File: src/rtl/dm_sba_mem_responder.sv
// SBA bus target: single-port word memory on the req/gnt/r_valid protocol.
// Latency: gnt_o GntDelay cycles after first req_i; r_valid_o RespLatency cycles after gnt_o.
// Backpressure: one outstanding transaction; req_i is stalled (no gnt_o) until the response has gone out.
module dm_sba_mem_responder #(
    parameter int unsigned         BusWidth    = 32,
    parameter int unsigned         Depth       = 16,
    parameter logic [BusWidth-1:0] BaseAddr    = 'h1000,
    parameter int unsigned         GntDelay    = 0,
    parameter int unsigned         RespLatency = 1
) (
    input  logic                  clk_i,
    input  logic                  rst_i,
    input  logic                  req_i,
    input  logic [BusWidth-1:0]   add_i,
    input  logic                  we_i,
    input  logic [BusWidth-1:0]   wdata_i,
    input  logic [BusWidth/8-1:0] be_i,
    output logic                  gnt_o,
    output logic                  r_valid_o,
    output logic [BusWidth-1:0]   r_rdata_o,
    output logic                  r_err_o,
    output logic                  r_other_err_o
);
    localparam int unsigned         NBytes   = BusWidth / 8;
    localparam int unsigned         OffW     = $clog2(NBytes);
    localparam int unsigned         IdxW     = (Depth > 1) ? $clog2(Depth) : 1;
    localparam logic [BusWidth-1:0] DepthW   = BusWidth'(Depth);
    localparam logic [3:0]          GntLoad  = (GntDelay > 0) ? 4'(GntDelay - 1) : 4'd0;
    localparam logic [3:0]          RespLoad = 4'(RespLatency - 1);

    typedef enum logic [1:0] {IDLE, WAIT_GNT, RESP} state_t;

    state_t              state, state_n;
    logic [3:0]          cnt, cnt_n;
    logic                gnt;
    logic                r_valid;
    logic [BusWidth-1:0] offs, idx_full;
    logic [IdxW-1:0]     idx;
    logic                in_range, be_ok, do_write;
    logic                err_q, other_err_q;
    logic [BusWidth-1:0] rdata_q;
    logic [BusWidth-1:0] mem [Depth];

    // Full-width compare on both bounds so addresses below BaseAddr never alias via wrap-around.
    assign offs     = add_i - BaseAddr;
    assign idx_full = offs >> OffW;
    assign idx      = idx_full[IdxW-1:0];
    assign in_range = (add_i >= BaseAddr) && (idx_full < DepthW);
    assign be_ok    = |be_i;
    assign do_write = gnt && we_i && in_range && be_ok;

    always_comb begin
        state_n = state;
        cnt_n   = cnt;
        gnt     = 1'b0;
        unique case (state)
            IDLE: begin
                if (req_i) begin
                    if (GntDelay == 0) begin
                        gnt     = 1'b1;
                        state_n = RESP;
                        cnt_n   = RespLoad;
                    end else begin
                        state_n = WAIT_GNT;
                        cnt_n   = GntLoad;
                    end
                end
            end
            WAIT_GNT: begin
                if (!req_i) begin
                    state_n = IDLE;
                end else if (cnt == 4'd0) begin
                    gnt     = 1'b1;
                    state_n = RESP;
                    cnt_n   = RespLoad;
                end else begin
                    cnt_n = cnt - 4'd1;
                end
            end
            RESP: begin
                if (cnt == 4'd0) begin
                    state_n = IDLE;
                end else begin
                    cnt_n = cnt - 4'd1;
                end
            end
            default: state_n = IDLE;
        endcase
        if (rst_i) begin
            gnt = 1'b0;
        end
    end

    always_ff @(posedge clk_i) begin
        if (rst_i) begin
            state       <= IDLE;
            cnt         <= 4'd0;
            err_q       <= 1'b0;
            other_err_q <= 1'b0;
            rdata_q     <= '0;
        end else begin
            state <= state_n;
            cnt   <= cnt_n;
            if (gnt) begin
                err_q       <= !in_range;
                other_err_q <= in_range && !be_ok;
                rdata_q     <= (!we_i && in_range && be_ok) ? mem[idx] : '0;
            end
        end
    end

    // Memory is intentionally outside reset so contents survive a reset pulse.
    always_ff @(posedge clk_i) begin
        if (do_write) begin
            for (int unsigned b = 0; b < NBytes; b++) begin
                if (be_i[b]) begin
                    mem[idx][8*b +: 8] <= wdata_i[8*b +: 8];
                end
            end
        end
    end

    assign r_valid       = (state == RESP) && (cnt == 4'd0) && !rst_i;
    assign gnt_o         = gnt;
    assign r_valid_o     = r_valid;
    assign r_rdata_o     = r_valid ? rdata_q : '0;
    assign r_err_o       = r_valid && err_q;
    assign r_other_err_o = r_valid && other_err_q;

endmodule

File: config.mk
export PLATFORM = sky130hd
export DESIGN_NAME = dm_sba_mem_responder
export DESIGN_NICKNAME = d
export VERILOG_FILES = /design/src/rtl/dm_sba_mem_responder.sv
export SDC_FILE = /design/constraint.sdc
export NUM_CORES = 1
export LEC_CHECK = 0
export CAP_MARGIN = 20
export CORE_ASPECT_RATIO = 0.8
export CORE_UTILIZATION = 62
export CTS_BUF_LIST = sky130_fd_sc_hd__clkbuf_8
export DETAILED_ROUTE_END_ITERATION = 10
export GPL_TIMING_DRIVEN = 0
export PLACE_DENSITY_LB_ADDON = 0.15
export SLEW_MARGIN = 10
export SYNTH_ARGS = -nofsm -noshare
export SYNTH_HDL_FRONTEND = slang
export SYNTH_SLANG_ARGS = --single-unit
File: constraint.sdc
create_clock -name clk_i -period 3.7 [get_ports clk_i]
set_input_delay 0.74 -clock clk_i [delete_from_list [all_inputs] [get_ports clk_i]]
set_output_delay 0.74 -clock clk_i [all_outputs]
set_load 0.005 [all_outputs]
# Word-level counts from Yosys, hierarchy flattened
# Memory sizes are Yosys's and may differ from the RTL's.
# Index checks and enable logic that the tools add are counted.
word_totals:
  register_bits: 40
  latch_bits: 0
  mem_bits_rw: 512
  mem_bits_ro: 0
  input_bits: 72
  output_inout_bits: 36
  word_cells: 67
  memories: 1
memory_table:
  columns: ["name", "depth", "word_bits", "rd", "rd_ports_with_merged_regs", "wr", "line_no", "text"]
  rows:
  - ["mem", 16, 32, 1, 0, 1, "42", "logic [BusWidth-1:0] mem [Depth];"]
classes:
  add_sub_neg: 2
  multipliers: 0
  div_mod_pow: 0
  n_lt_le_gt_ge: 2
  eq_ne: 7
  shifts: 0
  mux: 29
  n_bitwise: 0
  n_reduce_logical: 21
op_table:
  columns: ["cell", "count"]
  rows:
  - ["$mux 32", 2]
  - ["$ge 32x13->1 const B", 1]
  - ["$sub 32x13->32 const B", 1]
  - ["$lt 30x5->1 const B", 1]
  - ["$mux 1", 16]
  - ["$mux 4", 4]
  - ["$pmux 4 s3", 1]
  - ["$logic_and 1x1->1", 11]
  - ["$mux 2", 4]
  - ["$ne 2x2->1 const B", 4]
  - ["$pmux 2 s3", 1]
  - ["$logic_not 1->1", 4]
  - ["$logic_not 4->1", 1]
  - ["$reduce_and 4->1", 1]
  - ["$reduce_or 4->1", 1]
  - ["$sub 4x1->4 const B", 1]
  - ["$ne 3x3->1 const B", 1]
  - ["$reduce_and 3->1", 1]
  - ["$reduce_bool 3->1", 1]
  - ["$eq 2x1->1 const B", 1]
  - ["$eq 2x2->1 const B", 1]
  - ["$logic_not 2->1", 1]
  - ["$pmux 1 s2", 1]

# Logic depth before layout (Yosys ltp)
# Gate-level depths: netlist (run 1).
logic_depth:
  depth_word: 10
  mapped_depth: 8
  mapped_depth_nobuf: 7

# Worst setup path before layout (run 1)
# No wires, ideal clock.
synth_path:
  kind: "input -> register"
  startpoint: "input add_i[26]"
  endpoint: "memory mem[10][24], enable pin"
  setup_time_ps: 370
  arrival_ps: 3052
  required_ps: 3330
  path_slack_ps: 277
  path_stages: 6
  n_path_buf: 1
  cell_sequence: "or4_4 or4_4 a2111oi_4 o2111ai_4 buf_6 nor2_1"
synth_between:
  elab_chain_len: 7
synth_rtl:
  columns: ["element", "line_no", "text"]
  rows:
  - ["start, declared", "14", "input logic [BusWidth-1:0] add_i,"]
  - ["$sub 32x13->32", "45", "assign offs = add_i - BaseAddr;"]
  - ["$lt 30x5->1", "48", "assign in_range = (add_i >= BaseAddr) && (idx_full < DepthW);"]
  - ["$logic_and 1x1->1 (*)", "48", null]
  - ["$logic_and 1x1->1 (*) (2 in series)", "50", "assign do_write = gnt && we_i && in_range && be_ok;"]
  - ["$mux 1 (*)", "114", "if (do_write) begin"]
  - ["$mux 1 (not written as such) (*)", "117", "mem[idx][8*b +: 8] <= wdata_i[8*b +: 8];"]
  - ["end, declared", "42", null]
# Mark *: on every way between the ends. The rest lies on a longest branch, timed or not.

# Worst setup path after layout (run 1)
layout_path:
  startpoint: "input add_i[24]"
  endpoint: "memory mem[0][18], enable pin"
# Same word-level chain as after synthesis.

==> flow_metrics.env, run 1 <==
export IMPL_outcome="finished, final reports clean"
export IMPL_clk_latency_ns=0.63
export IMPL_postSynthCellCount=1059
export IMPL_drcViolationCount=0
export IMPL_slew_headroom_pct=30.8
export IMPL_cp_common_cell="or4_4"
export IMPL_synth_seq_area_share_pct=75.9
export IMPL_viasPerCell=6.55
export IMPL_critPathRequiredTime_ns=3.95
export IMPL_worstReg2RegStart="state[1]"
export IMPL_port_buffer_count=102
export IMPL_postRouteAntennaNets=0
export IMPL_final_nets=1326
export IMPL_grt_max_degree=17
export IMPL_avgRoutedWirePerCell_um=28.3
export IMPL_vias=11500
export IMPL_cp_arrival_ns=3.89
export IMPL_path_cells="clkdlybuf4s50_1 > or4_4 > or4_4 > a2111oi_4 > o2111ai_4 > nor2_1"
export IMPL_layout_setup_ws_ns=0.0619
export IMPL_min_from="rdata_q[28]"
export IMPL_synth_area_per_cell_um2=20.1
export IMPL_initial_utilization_pct=63.1
export IMPL_synth_nets=1133
export IMPL_final_common_cell="edfxtp_1"
export IMPL_place_congestion=0.857
export IMPL_cts_buffers=81
export IMPL_clockBufferDepth=3
export IMPL_yosys_most_used_dff="edfxtp_1"
export IMPL_wirelength_mm=49.7
export IMPL_yosysWarnings=0
export IMPL_period_share_pct=98.3
export IMPL_tns_ns=0
export IMPL_dieArea_mm2=0.0351
export IMPL_critPathSlowestCell="nor2_1"
export IMPL_track_usage_pct=29.2
export IMPL_drive_gt1_share_pct=23.7
export IMPL_pin_count=108
export IMPL_grt_busiest_layer="met2"
export IMPL_r2r_slack_ns=0.73
export IMPL_hp_class="reg -> reg"
export IMPL_finalPower_mw=12.2
export IMPL_slowest_delay_ns=0.82
export IMPL_ys_types=39
export IMPL_dp_hpwl_mm=31.7
export IMPL_rows=60
export IMPL_core_area_mm2=0.0337
export IMPL_synth_area_mm2=0.0213
export IMPL_grt_pass1_vias=11600
export IMPL_tritoncts="built"
export IMPL_crit_type="in -> reg"
export IMPL_finalHoldViolations=0
export IMPL_fillers=1956
export IMPL_worstPathMaxFanout=8
export IMPL_hold_end="rdata_q[28]"
export IMPL_die_w_um=209
export IMPL_cts_max_level=3
export IMPL_ir_worst_vdd_v=0.000363
export IMPL_antenna_found_initial=2
export IMPL_ys_async_sr_fraction_pct=0
export IMPL_multiInputGateArea_mm2=0.00500
export IMPL_tightest_slew_ns=1.04
export IMPL_cp_start_kind="primary input"
export IMPL_use_met1_pct=42.5
export IMPL_layout_common_cells="edfxtp_1 (512), mux4_2 (128), clkdlybuf4s50_1 (93), clkbuf_8 (86), a22oi_1 (64)"
export IMPL_grt_pass1_wl_mm=73.0
export IMPL_maxSlewViolCount=0
export IMPL_reg2reg_depth=7
export IMPL_hold_depth=1
export IMPL_grt_setup_unrepaired="yes"
export IMPL_synth_edf_count=512
export IMPL_path_clk_slew_ns=0.06
export IMPL_cts_sinks=551
export IMPL_register_area_mm2=0.0162
export IMPL_syn_to_final_growth_pct=16.2
export IMPL_leakage_nw=7.95
export IMPL_synth_seq_cells=551
export IMPL_period_needed_ns=3.64
export IMPL_maxCapViolations=0
export IMPL_use_met2_pct=43.2
export IMPL_met3_usage_pct=6.92
export IMPL_setup_violations=0
export IMPL_cp_end_kind="flop"
export IMPL_detail_route_first_pass_iterations=6
export IMPL_overflow=0
export IMPL_p_per_area_mw_per_mm2=494
export IMPL_die_h_um=168
export IMPL_reg2reg_to="mem[15][22]"
export IMPL_fmax_mhz=275
export IMPL_clockRootBuffer="clkbuf_8"
export IMPL_place_ws_ns=-0.903
export IMPL_first_iter_violations=1422
export IMPL_fin_skew_ns=0.0259
[cells by family after synthesis]
family	count (synthesis)	synth area share [%]
flops	551	75.9
compound gates	110	4.49
xor+xnor	3	0.124
buf+inv	64	1.28
simple gates	200	4.47
mux	129	13.6
fa+ha+maj	2	0.118
[critical path, delay by kind of cell]
family,cells,cell delay (ns)
buf+inv,1,0.42
compound gates,2,0.90
simple gates,3,1.81
[synthesized netlist by cell type (2+ instances only)]
master     number  share of area (%)
edfxtp_1      512                 72
mux4_2        128                 14
nor2_1         76                1.3
a22oi_1        64                2.3
nand2_1        49               0.86
clkbuf_1       44               0.78
dfxtp_1        39                3.7
and2_1         36                1.1
a22o_1         33                1.4
buf_1          11               0.19
nor4_1          8               0.24
nand3_1         6               0.14
nor2b_1         5               0.15
nor3_1          5               0.12
buf_6           4               0.21
o2111ai_4       4               0.49
a21oi_1         3              0.071
inv_1           3              0.053
and3_1          2              0.059
buf_2           2              0.047
ha_1            2               0.12
nor3b_1         2              0.071
nor4b_1         2              0.082
or3_1           2              0.059
or4_4           2               0.11
xor2_1          2              0.082
[power by group]
| group | internal (mW) | switching (mW) | leakage, nW |
|---|---|---|---|
| Clock | 2.50 | 2.28 | 0.894 |
| Combinational | 0.255 | 0.356 | 2.14 |
| Sequential | 6.80 | 0.00351 | 4.91 |
[how the worst max path moves through the flow]
stage               from            to  depth (start not counted)
2_1_floorplan  add_i[26]   mem[10][24]                          6
3_3_place_gp      cnt[0]  r_rdata_o[6]                          7
3_5_place_dp   add_i[24]   mem[10][28]                          7
4_1_cts        add_i[24]    mem[9][16]                          7
5_1_grt        add_i[24]    mem[0][19]                          6
6_report       add_i[24]    mem[0][18]                          6
[final cells by class]
class | count | share of cell area [%]
Antenna cell | 1 | 0.0101
Buffer | 61 | 1.22
Clock buffer | 86 | 4.79
Clock inverter | 64 | 1.59
Inverter | 3 | 0.0455
Multi-Input combinational cell | 444 | 20.2
Sequential cell | 551 | 65.3
Tap cell | 434 | 2.20
Timing Repair Buffer | 110 | 4.55
[routing by layer]
layer	up-vias	share of wire [%]
li1	4760	-
met2	730	45
met5	-	0
met4	0	3.6
met1	5873	41
met3	127	10
[registers in the layout (all words and copies together) (netlist names)]
register	count
state	1
err_q	1
rdata_q	32
cnt	4
other_err_q	1
mem	512
[per-stage QoR]
stage	cells	hold WS [ns]	utilization [%]	cell area, um2
after floorplan	1059	0.441	-	21300
after global placement	1595	0.453	67.8	22800
after detailed placement	1597	0.456	67.9	22900
after CTS	1749	0.476	72.9	24600
after global routing	1754	0.487	73.3	24700
final	1754	0.473	73.3	24700
[repair_timing]
item	4_1_cts	5_1_grt
hold buffers	0	0
endpoints found under the setup margin	236	270
resized for setup	36	43
setup buffers	2	0
endpoints found under the hold margin	0	0
pin swaps	1	1
(Power assumes the default switching activity.)
==> inputs of run 2 (changes only) <==
--- a/config.mk
+++ b/config.mk
@@ -10,7 +10,6 @@
 export CORE_UTILIZATION = 62
 export CTS_BUF_LIST = sky130_fd_sc_hd__clkbuf_8
 export DETAILED_ROUTE_END_ITERATION = 10
-export GPL_TIMING_DRIVEN = 0
 export PLACE_DENSITY_LB_ADDON = 0.15
 export SLEW_MARGIN = 10
 export SYNTH_ARGS = -nofsm -noshare
==> flow_metrics.env, run 2 (synthesized netlist as in run 1, its figures left out) <==
export IMPL_maxSlewViolCount=0
export IMPL_final_nets=1349
export IMPL_use_met1_pct=37.1
export IMPL_largest_register_ff_count=512
export IMPL_ir_worst_vdd_v=0.000370
export IMPL_antenna_cells=0
export IMPL_track_usage_pct=26.3
export IMPL_cts_hold_buf=0
export IMPL_wirelength_mm=45.1
export IMPL_outcome="finished, final reports clean"
export IMPL_path_clk_slew_ns=0.06
export IMPL_critPathSlowestCell="clkdlybuf4s50_1"
export IMPL_layout_common_cells="edfxtp_1 (512), mux4_2 (128), clkdlybuf4s50_1 (103), clkbuf_8 (97), buf_4 (80)"
export IMPL_postRouteAntennaNets=0
export IMPL_cts_buffers=80
export IMPL_tightest_slew_ns=1.07
export IMPL_crit_type="reg -> out"
export IMPL_top_register="mem"
export IMPL_worstReg2RegStart="state[1]"
export IMPL_met3_usage_pct=5.14
export IMPL_antenna_found_initial=1
export IMPL_layout_setup_ws_ns=0.126
export IMPL_reg_top3="mem: 512 flops, rdata_q: 32 flops, cnt: 4 flops"
export IMPL_overflow=0
export IMPL_place_area_mm2=0.0234
export IMPL_cts_sinks=551
export IMPL_initial_utilization_pct=63.1
export IMPL_drive_gt1_share_pct=25.3
export IMPL_period_share_pct=96.6
export IMPL_worstPathMaxFanout=13
export IMPL_fillers=1895
export IMPL_cp_end_kind="primary output"
export IMPL_hold_depth=1
export IMPL_cp_depth=8
export IMPL_clockBufferDepth=3
export IMPL_fmax_mhz=280
export IMPL_path_cells="inv_1 > ha_1 > or3b_4 > nor3b_4 > buf_4 > buf_6 > and2_1 > clkdlybuf4s50_1"
export IMPL_hp_class="reg -> reg"
export IMPL_dieArea_mm2=0.0351
export IMPL_dp_hpwl_mm=27.1
export IMPL_place_congestion=0.794
export IMPL_die_h_um=168
export IMPL_tns_ns=0
export IMPL_viasPerCell=6.20
export IMPL_setup_violations=0
export IMPL_core_area_mm2=0.0337
export IMPL_clk_latency_ns=0.61
export IMPL_cpLargestDelayFamily="buffers and inverters"
export IMPL_reg2reg_depth=6
export IMPL_port_buffer_count=105
export IMPL_die_w_um=209
export IMPL_vias=11000
export IMPL_grt_pass1_vias=11200
export IMPL_maxCapViolations=0
export IMPL_slew_headroom_pct=28.8
export IMPL_grt_pass1_wl_mm=66.8
export IMPL_cp_start_kind="flop"
export IMPL_min_from="rdata_q[4]"
export IMPL_final_common_cell="edfxtp_1"
export IMPL_critPathRequiredTime_ns=2.96
export IMPL_drcViolationCount=0
export IMPL_use_met2_pct=42.2
export IMPL_path_buf_inv=4
export IMPL_post_route_cell_area_mm2=0.0250
export IMPL_first_iter_violations=1044
export IMPL_grt_max_degree=75
export IMPL_clockRootBuffer="clkbuf_8"
export IMPL_rows=60
export IMPL_syn_to_final_growth_pct=17.4
export IMPL_leakage_nw=8.20
export IMPL_fin_skew_ns=0.0185
export IMPL_r2r_slack_ns=1.45
export IMPL_hold_end="rdata_q[4]"
export IMPL_register_area_mm2=0.0162
export IMPL_p_per_area_mw_per_mm2=480
export IMPL_cp_arrival_ns=2.83
export IMPL_period_needed_ns=3.57
export IMPL_pin_count=108
export IMPL_place_ws_ns=0.0249
export IMPL_grt_busiest_layer="met2"
export IMPL_cts_max_level=3
export IMPL_tritoncts="built"
export IMPL_reg2reg_to="mem[7][22]"
export IMPL_finalHoldViolations=0
export IMPL_detail_route_first_pass_iterations=5
export IMPL_multiInputGateArea_mm2=0.00488
export IMPL_avgRoutedWirePerCell_um=25.4
export IMPL_slowest_delay_ns=0.51
export IMPL_holdWs_ns=0.472
## run 2: power breakdown
group / switching, mW / internal, mW
Combinational: 0.318 / 0.257
Sequential: 0.00335 / 6.80
Clock: 2.19 / 2.42
Total: 2.52 / 9.48
## run 2: metal layers
metal,vias to the layer above,wire (um),part of all wire [%]
met5,-,0,0
li1,4804,-,-
met1,5659,18500,41
met3,91,3270,7.3
met2,447,22200,49
met4,0,1120,2.5
## run 2: worst reg2reg max path, cell delays in order, from the launching register on
cell      delay (ns)
dfxtp_1         0.35
nor2b_1         0.16
nand2b_1        0.19
nor3b_1         0.42
nand3_1         0.38
nor2_1          0.24
buf_4           0.22
## run 2: worst max path at each step
stage	startpoint	end	slack [ns]
floorplan	add_i[26]	mem[10][24]	0.28
global placement	add_i[24]	mem[9][5]	0.10
detailed placement	add_i[24]	mem[7][20]	0.02
CTS	cnt[0]	r_rdata_o[6]	0.05
global route	cnt[0]	r_rdata_o[19]	-0.002
finish	cnt[0]	r_rdata_o[19]	0.13
## run 2: area by class of cell
type / instances / area share (%)
well taps: 434 / 2.17
multi-input cells: 444 / 19.5
clock buffers: 96 / 5.29
repair buffers: 195 / 7.33
inverters: 3 / 0.0451
flip-flops and latches: 551 / 64.7
clock inverters: 52 / 0.942
## run 2: timing repair
| action | CTS | global route |
|---|---|---|
| setup buffers | 0 | 2 |
| resized for setup | 0 | 7 |
| endpoints found under the hold margin | 0 | 0 |
| endpoints found under the setup margin | 0 | 23 |
## run 2: through the flow
step / total power, mW / instances / util [%]
2_1_floorplan: 7.24 / 1059 / -
6_report: 12.0 / 1775 / 74.1
3_5_place_dp: 7.50 / 1624 / 69.4
5_1_grt: 12.4 / 1775 / 74.1
3_3_place_gp: 7.49 / 1624 / 69.4
4_1_cts: 12.1 / 1772 / 74.0
